### config.mk
export PLATFORM = sky130hd
export DESIGN_NAME = signed_bcd_converter
export DESIGN_NICKNAME = d
export VERILOG_FILES = /design/src/rtl/signed_bcd_converter.sv
export SDC_FILE = /design/constraint.sdc
export NUM_CORES = 1
export LEC_CHECK = 0
export ABC_AREA = 1
export BUFFER_PORTS_ARGS = -buffer_cell sky130_fd_sc_hd__clkbuf_2
export CORE_MARGIN = 5
export CORE_UTILIZATION = 30
export CTS_CLUSTER_SIZE = 40
export DETAILED_ROUTE_END_ITERATION = 12
export SLEW_MARGIN = 0
export SYNTH_ARGS = -nofsm -noshare
export SYNTH_HDL_FRONTEND = slang
export SYNTH_SLANG_ARGS = --single-unit
### constraint.sdc
create_clock -name clk -period 1.4 [get_ports clk]
set_input_delay 0 -clock clk [delete_from_list [all_inputs] [get_ports clk]]
set_output_delay 0 -clock clk [all_outputs]
set_load 0.005 [all_outputs]
### src/rtl/signed_bcd_converter.sv
// signed_bcd_converter
//
// Converts an 8-bit value (two's complement or unsigned, selected by SIGNED_IN) into a sign
// flag plus three BCD digits of its magnitude, using a sequential double-dabble
// (shift-and-add-3) engine: one accept cycle, eight shift cycles, one done cycle.
//
// Parameters
//   SIGNED_IN  1: A is two's complement (-128..127); 0: A is unsigned (0..255)
//
// Ports
//   clk       in   rising-edge clock, sole clock domain
//   rst_n     in   synchronous active-low reset
//   start     in   conversion request, honoured only in IDLE
//   A[7:0]    in   value to convert, captured on the edge that accepts start
//   sign      out  1 when the captured value was negative
//   hundreds  out  BCD hundreds digit of the magnitude (0..2)
//   tens      out  BCD tens digit of the magnitude (0..9)
//   ones      out  BCD ones digit of the magnitude (0..9)
//   busy      out  high for the eight shift cycles
//   done      out  single-cycle completion pulse
//
// The result registers are loaded only on entry to DONE, so they always show the last
// completed conversion and never the partial contents of the shift register.

module signed_bcd_converter #(
    parameter bit SIGNED_IN = 1'b1
) (
    input  logic       clk,
    input  logic       rst_n,
    input  logic       start,
    input  logic [7:0] A,
    output logic       sign,
    output logic [3:0] hundreds,
    output logic [3:0] tens,
    output logic [3:0] ones,
    output logic       busy,
    output logic       done
);

    typedef enum logic [1:0] {
        StIdle  = 2'd0,
        StShift = 2'd1,
        StDone  = 2'd2
    } state_e;

    localparam logic [3:0] NumShifts = 4'd8;

    state_e      state_q, state_d;
    logic [3:0]  cnt_q, cnt_d;
    logic [11:0] bcd_q, bcd_d;
    logic [7:0]  mag_q, mag_d;
    logic        neg_q, neg_d;

    logic        sign_q, sign_d;
    logic [3:0]  hundreds_q, hundreds_d;
    logic [3:0]  tens_q, tens_d;
    logic [3:0]  ones_q, ones_d;

    logic        in_neg;
    logic [7:0]  in_mag;
    logic [11:0] bcd_adj;
    logic [11:0] bcd_shift;
    logic [7:0]  mag_shift;

    // Double-dabble correction: a digit >= 5 would become >= 10 after the shift, so bias it
    // by 3 beforehand to make the carry land in the next digit.
    function automatic logic [3:0] add3(input logic [3:0] digit);
        return (digit >= 4'd5) ? (digit + 4'd3) : digit;
    endfunction

    // -------------------------------------------------------------------------------------
    // Input sign/magnitude split. A == 0 has A[7] == 0, so zero is never negative.
    // Negating 0x80 wraps back to 0x80, which read as unsigned is the correct 128.
    // -------------------------------------------------------------------------------------
    always_comb begin
        in_neg = SIGNED_IN && A[7];
        in_mag = in_neg ? (~A + 8'd1) : A;
    end

    // -------------------------------------------------------------------------------------
    // One double-dabble step: correct every digit, then shift {bcd, magnitude} left by one.
    // -------------------------------------------------------------------------------------
    always_comb begin
        bcd_adj   = {add3(bcd_q[11:8]), add3(bcd_q[7:4]), add3(bcd_q[3:0])};
        bcd_shift = {bcd_adj[10:0], mag_q[7]};
        mag_shift = {mag_q[6:0], 1'b0};
    end

    // -------------------------------------------------------------------------------------
    // Next-state and datapath control
    // -------------------------------------------------------------------------------------
    always_comb begin
        state_d    = state_q;
        cnt_d      = cnt_q;
        bcd_d      = bcd_q;
        mag_d      = mag_q;
        neg_d      = neg_q;
        sign_d     = sign_q;
        hundreds_d = hundreds_q;
        tens_d     = tens_q;
        ones_d     = ones_q;

        unique case (state_q)
            StIdle: begin
                if (start) begin
                    neg_d   = in_neg;
                    mag_d   = in_mag;
                    bcd_d   = 12'd0;
                    cnt_d   = NumShifts;
                    state_d = StShift;
                end
            end

            StShift: begin
                bcd_d = bcd_shift;
                mag_d = mag_shift;
                cnt_d = cnt_q - 4'd1;
                // Last shift: publish the finished digits straight from the shift result
                if (cnt_q == 4'd1) begin
                    state_d    = StDone;
                    sign_d     = neg_q;
                    hundreds_d = bcd_shift[11:8];
                    tens_d     = bcd_shift[7:4];
                    ones_d     = bcd_shift[3:0];
                end
            end

            StDone: begin
                state_d = StIdle;
            end

            default: begin
                state_d = StIdle;
            end
        endcase
    end

    // -------------------------------------------------------------------------------------
    // State registers; reset wins over everything, including a start on the same edge.
    // -------------------------------------------------------------------------------------
    always_ff @(posedge clk) begin
        if (!rst_n) begin
            state_q    <= StIdle;
            cnt_q      <= 4'd0;
            bcd_q      <= 12'd0;
            mag_q      <= 8'd0;
            neg_q      <= 1'b0;
            sign_q     <= 1'b0;
            hundreds_q <= 4'd0;
            tens_q     <= 4'd0;
            ones_q     <= 4'd0;
        end else begin
            state_q    <= state_d;
            cnt_q      <= cnt_d;
            bcd_q      <= bcd_d;
            mag_q      <= mag_d;
            neg_q      <= neg_d;
            sign_q     <= sign_d;
            hundreds_q <= hundreds_d;
            tens_q     <= tens_d;
            ones_q     <= ones_d;
        end
    end

    // -------------------------------------------------------------------------------------
    // Outputs: status decoded from the registered state, so both are glitch-free per cycle.
    // -------------------------------------------------------------------------------------
    always_comb begin
        busy     = (state_q == StShift);
        done     = (state_q == StDone);
        sign     = sign_q;
        hundreds = hundreds_q;
        tens     = tens_q;
        ones     = ones_q;
    end

`ifndef SYNTHESIS
    a_digits_in_range: assert property (@(posedge clk) disable iff (!rst_n)
        (hundreds_q <= 4'd2) && (tens_q <= 4'd9) && (ones_q <= 4'd9));

    a_busy_done_exclusive: assert property (@(posedge clk) !(busy && done));
`endif

endmodule

Yosys cells after proc, flatten, opt, wreduce, memory -nomap -nowiden --
Cells that the tools add are included.
Word-level totals: input bits 11, word-level logic and storage cells 42, register bits after elaboration 40, output and inout bits 15
Operators by class: bitwise logic cells 1, reduce and logical (&&, ||, !) cells 6, mux-type cells 13, equality and inequality tests 5, $add $sub $neg 5, magnitude comparators 3
Operators by type and width (count):
- $pmux W12 S2 | 1
- $mux W8 | 2
- $pmux W8 S2 | 1
- $ge A4 B3 Y1 const B | 3
- $mux W12 | 1
- $mux W4 | 3
- $add A4 B2 Y4 const B | 2
- $add A8 B1 Y8 const B | 1
- $not A8 Y8 | 1
- $pmux W4 S2 | 1
- $reduce_and A2 Y1 | 4
- $eq A4 B1 Y1 const B | 1
- $mux W2 | 2
- $pmux W2 S2 | 1
- $sub A4 B1 Y4 const B | 1
- $add A3 B2 Y3 const B | 1
- $mux W3 | 1
- $eq A2 B1 Y1 const B | 1
- $eq A2 B2 Y1 const B | 1
- $logic_not A2 Y1 | 1
- $ne A2 B1 Y1 const B | 1
- $ne A2 B2 Y1 const B | 1
- $reduce_bool A2 Y1 | 1

Depth between registers and ports, before layout --
word-level depth 5, mapped depth 8, gate-level depth less buffers 8

Worst setup path after synthesis --
Ideal clock, no wire load.
path kind reg-to-reg, from register cnt_q[1], to register tens_q[0], in the netlist tens[0], stages on the path, launching flop included 9, slack 170 ps, setup time 109 ps, path buffers 1, period minus slack after synthesis 1230 ps, data arrival time 1121 ps, path through dfxtp_1 > inv_1 > ha_1 > nand3_1 > nor2_4 > buf_4 > nand3_1 > nand2_1 > inv_1
On the way: word-level cells in the longest chain between the ends 2
RTL lines:
- start, declared | RTL line 49 | logic [3:0] cnt_q, cnt_d;
- start signal, assigned | RTL line 154 | cnt_q <= cnt_d;
- $eq A4 B1 Y1 | RTL line 119 | if (cnt_q == 4'd1) begin
- $reduce_and A2 Y1 (no line)
- end signal, assigned | RTL line 160 | tens_q <= tens_d;
- end, declared | RTL line 56 | logic [3:0] tens_q, tens_d;
No other way between the ends. A chain may end at the register's enable or synchronous reset.

Worst setup path after layout --
from register cnt_q[1], to register ones_q[3], in the netlist ones[3]
On the way: word-level cells in the longest chain between the ends 2
RTL lines:
- $eq A4 B1 Y1 | RTL line 119
- $reduce_and A2 Y1 (no line)
- end signal, assigned | RTL line 161 | ones_q <= ones_d;
- end, declared | RTL line 57 | logic [3:0] ones_q, ones_d;
No other way between the ends.

==> flow_summary.html <==
<table>
<tr><th>Metric</th><th>Value</th></tr>
<tr><th colspan="2">Synthesis</th></tr>
<tr><td>Sequential element share of the synthesized area</td><td>41.3%</td></tr>
<tr><td>Multiplexer share of the synthesized area</td><td>0%</td></tr>
<tr><td>Yosys warnings</td><td>0</td></tr>
<tr><td>Post-synthesis register bit count</td><td>40</td></tr>
<tr><td>Post-synthesis share of cell area spent on and, or, nand and nor gates</td><td>24.4%</td></tr>
<tr><td>Post-Synthesis Cells</td><td>271</td></tr>
<tr><td>Most area-consuming cells after synthesis</td><td>dfxtp_1, nand2_1, o21ai_0</td></tr>
<tr><td>Share of flip-flops with an asynchronous set or reset</td><td>0%</td></tr>
<tr><td>Number of distinct library cell variants in the gate-level netlist after synthesis</td><td>28</td></tr>
<tr><td>Combined area of all synthesized cells</td><td>1940 um2</td></tr>
<tr><td>Synth Flop Type</td><td>dfxtp_1</td></tr>
<tr><td>Post-Syn Nets</td><td>just under 300</td></tr>
<tr><td>Cell type contributing the most total cell area after synthesis</td><td>dfxtp_1</td></tr>
<tr><td>Synthesized-area fraction occupied by adder cells</td><td>5.80%</td></tr>
<tr><td>Leading cell type by number of instances after synthesis</td><td>nand2_1</td></tr>
<tr><td>Xor and xnor fraction of the mapped netlist area</td><td>under 10%</td></tr>
<tr><td>Complex-gate fraction of the synthesized area</td><td>between 15 and 20%</td></tr>
<tr><td>Synth top area share</td><td>41.3%</td></tr>
<tr><td>Number of synthesized flops with an enable pin</td><td>0</td></tr>
<tr><td>Dominant combinational cell family by area after synthesis</td><td>simple AND/OR/NAND/NOR gates</td></tr>
<tr><td>Average cell area after synthesis</td><td>approximately 7 um2</td></tr>
<tr><td>Leading cell types by count after synthesis</td><td>nand2_1, dfxtp_1, inv_1, o21ai_0, nor2_1</td></tr>
<tr><th colspan="2">Finish</th></tr>
<tr><td>Diodes inserted</td><td>0</td></tr>
<tr><td>Growth of design area from synthesis to finish</td><td>24.2%</td></tr>
<tr><td>Share of post-route cells with drive strength above 1</td><td>19.8%</td></tr>
<tr><td>Nets@finish</td><td>327</td></tr>
<tr><th colspan="2">GRT</th></tr>
<tr><td>Maximum number of pins on one net before global-route repair</td><td>22</td></tr>
<tr><td>First-pass GRT wire length</td><td>7250 um</td></tr>
<tr><td>Remaining global-route overflow</td><td>0</td></tr>
<tr><td>Overall global routing resource usage</td><td>10.7%</td></tr>
<tr><td>Number of antenna violations at the first check in global routing</td><td>0</td></tr>
<tr><td>Vias in the first global route</td><td>1602</td></tr>
<tr><th colspan="2">Setup path</th></tr>
<tr><td>Startpoint type of the worst setup path</td><td>flop</td></tr>
<tr><td>Highest fanout seen on the critical path</td><td>6</td></tr>
<tr><td>Classification of the worst setup path</td><td>flop to flop</td></tr>
<tr><td>Data required, critical path</td><td>1.59 ns</td></tr>
<tr><td>Arrival time reported for the critical path endpoint</td><td>1.54 ns</td></tr>
<tr><td>Reg2Reg Launch Point</td><td>cnt_q[1]</td></tr>
<tr><td>Kind of capture point of the worst setup path</td><td>flop</td></tr>
<tr><td>Launch point of the worst path</td><td>cnt_q[1]</td></tr>
<tr><td>Number of cell instances on the worst register-to-register path</td><td>8</td></tr>
<tr><th colspan="2">Detailed routing</th></tr>
<tr><td>Sum of routed wire length over all layers</td><td>between 4000 and 5000 um</td></tr>
<tr><td>DRC violations left</td><td>0</td></tr>
<tr><td>Average wire per cell in the routed design</td><td>11.5 um</td></tr>
<tr><td>Average via count per standard cell</td><td>4.55</td></tr>
<tr><td>Initial DRT Pass Iterations</td><td>4</td></tr>
<tr><td>Antenna-violating nets left</td><td>0</td></tr>
<tr><td>Number of vias in the routed layout</td><td>1752</td></tr>
<tr><td>Number of violations reported at the end of detailed-routing iteration 0</td><td>between 50 and 60</td></tr>
<tr><th colspan="2">Die</th></tr>
<tr><td>Die span in x</td><td>approximately 90 um</td></tr>
<tr><td>Rows</td><td>29</td></tr>
<tr><td>Die area</td><td>8180 um2</td></tr>
<tr><td>Core area</td><td>roughly 6300 um2</td></tr>
<tr><td>Die Y</td><td>90.4 um</td></tr>
<tr><td>Boundary Pins</td><td>26</td></tr>
<tr><td>Initial standard-cell utilization of the core</td><td>30.7%</td></tr>
<tr><th colspan="2">STA</th></tr>
<tr><td>Post-route minimum period</td><td>1.34 ns</td></tr>
<tr><td>Worst rel slew slack</td><td>70.3%</td></tr>
<tr><td>Setup-violating endpoint count in the final report</td><td>0</td></tr>
<tr><td>Final clock period utilization by the worst path</td><td>95.9%</td></tr>
<tr><td>Min setup slack post-route</td><td>0.0571 ns</td></tr>
<tr><td>Least-Margin Pin Slew</td><td>about 0.44 ns</td></tr>
<tr><td>Number of hold violations in the final report</td><td>0</td></tr>
<tr><td>Worst Skew</td><td>0.0112 ns</td></tr>
<tr><td>Peak Freq</td><td>745 MHz</td></tr>
<tr><td>Hold slack</td><td>0.0150 ns</td></tr>
<tr><td>Max-slew violations</td><td>0</td></tr>
<tr><th colspan="2">Power</th></tr>
<tr><td>Power Total</td><td>0.00267 W</td></tr>
<tr><td>Reported leakage power</td><td>about 1.1 nW</td></tr>
<tr><td>Worst IR drop on VDD</td><td>roughly 0.45 mV</td></tr>
<tr><td>Cell Pwr Density</td><td>around 1100 nW/um2</td></tr>
<tr><th colspan="2">CTS</th></tr>
<tr><td>Clock transition time at the flip-flop clock pins of the worst setup and hold paths</td><td>roughly 0.08 ns</td></tr>
<tr><td>Largest buffer count on any clock path</td><td>2</td></tr>
<tr><td>Number of clock sinks seen by CTS</td><td>40</td></tr>
<tr><td>Clock buffer count from CTS</td><td>5</td></tr>
<tr><td>Number of buffers inserted by hold repair at cts</td><td>0</td></tr>
<tr><td>Clock tree from TritonCTS</td><td>built</td></tr>
<tr><td>Cell at the root of the clock tree</td><td>clkbuf_8</td></tr>
<tr><td>Worst-Skew Late Latency</td><td>around 0.30 ns</td></tr>
<tr><td>Clock H-tree levels</td><td>2</td></tr>
<tr><th colspan="2">Hold path</th></tr>
<tr><td>Worst Hold Class</td><td>primary input to flop</td></tr>
<tr><td>Worst hold path cell count</td><td>3</td></tr>
<tr><td>Origin of the worst min-delay path</td><td>A[3]</td></tr>
<tr><th colspan="2">Placement</th></tr>
<tr><td>Worst slack at placement</td><td>0.0566 ns</td></tr>
<tr><td>Quantity of I/O buffers inserted on ports</td><td>25</td></tr>
<tr><td>Detailed Place HPWL</td><td>3140 um</td></tr>
<tr><td>Final estimated routing congestion in global placement</td><td>between 0.7 and 0.8</td></tr>
<tr><th colspan="2">Job</th></tr>
<tr><td>Number of max-capacitance violations reported</td><td>0</td></tr>
<tr><th colspan="2">Outcome</th></tr>
<tr><td>Run status</td><td>finished, final reports clean</td></tr>
</table>
==> worst max-delay path: stages, from the launching register on <==
cell     delay [ns]
dfxtp_1        0.32
inv_2          0.07
ha_4           0.13
nand3_4        0.08
nor2_4         0.27
buf_4          0.16
inv_1          0.06
nor2_2         0.11
nor2_1         0.05
==> layout by cell type (no fill, tap or decap) <==
cell type   n
nand3_4     1
dfxtp_1    38
nor2_1     26
nor3_1      1
xnor2_1     1
nand2_1    61
nor2_8      1
inv_2       5
nor2_2      1
bufinv_16   1
buf_4       7
clkbuf_8    7
ha_4        1
dfxtp_2     2
o21ai_1     7
o22ai_1     5
nand3_1    13
clkbuf_16   2
nand2_4     1
nand3b_1    1
inv_1      35
a31oi_1     1
o21ai_2     2
a22oi_1     3
clkbuf_2   25
ha_1        8
o21ai_0    26
nand2_2     2
a21oi_1    17
nor2_4      1
buf_12      1
a211oi_1    1
xor2_1      2
o21bai_1    1
nand3_2     1
==> cell type report <==
cell class / count / area [um2]
Inverter: 40 / 150
Clock inverter: 1 / 30.0
Multi-Input combinational cell: 185 / 987
Clock buffer: 7 / 96.3
Sequential cell: 40 / 803
Tap cell: 77 / 96.3
Timing Repair Buffer: 35 / 248
Fill cell: 681 / 3900
==> path summary, 6_finish.rpt <==
kind,end,slack (ns)
setup / recovery,ones[3],0.06
hold / removal,mag_q[3],0.02
hold reg to reg,bcd_q[1],0.46
setup reg to reg,ones[3],0.06
==> state kept, by name, summed over array words and instances, names as in the netlist, 2 cells and up <==
signal	count
bcd_q	12
cnt_q	4
hundreds	4
mag_q	8
ones	4
state_q	2
tens	4
==> cells by family (layout without fill, tap and decap cells) <==
kind of cell | after synthesis | after routing
buffers and inverters | 46 | 83
XOR/XNOR | 3 | 3
AO/OA/AOI/OAI | 63 | 63
adder cells (fa/ha/maj) | 9 | 9
flip-flops | 40 | 40
AND/OR/NAND/NOR | 110 | 110
==> report_power, final <==
part	total (W)	internal (W)	switching (W)
combinational	0.000402	0.000162	0.000240
clock	0.00102	0.000629	0.000393
sequential	0.00125	0.00121	0.0000403
==> per-layer routing <==
layer	vias up	global-route usage, %	part of all wire (%)
li1	942	-	-
met5	-	0	0
met2	23	16.3	45
met4	0	5.96	2.2
met3	8	2.42	3.1
met1	779	13.9	50
==> through the flow <==
| stage | area (um2) | setup TNS (ns) | std cells | util (%) |
|---|---|---|---|---|
| after floorplan | 1940 | 0 | 271 | - |
| final | 2410 | 0 | 385 | 38.2 |
| after global placement | 2170 | 0 | 372 | 34.4 |
| after global routing | 2410 | -0.0339 | 385 | 38.2 |
| after CTS | 2300 | 0 | 380 | 36.4 |
| after detailed placement | 2170 | 0 | 372 | 34.4 |
==> what timing repair did <==
action | CTS | global route
buffers inserted | 0 | 3
resized for setup | 0 | 13
setup endpoints to repair | 0 | 19
Note: power is estimated with default switching activity, not from simulation.
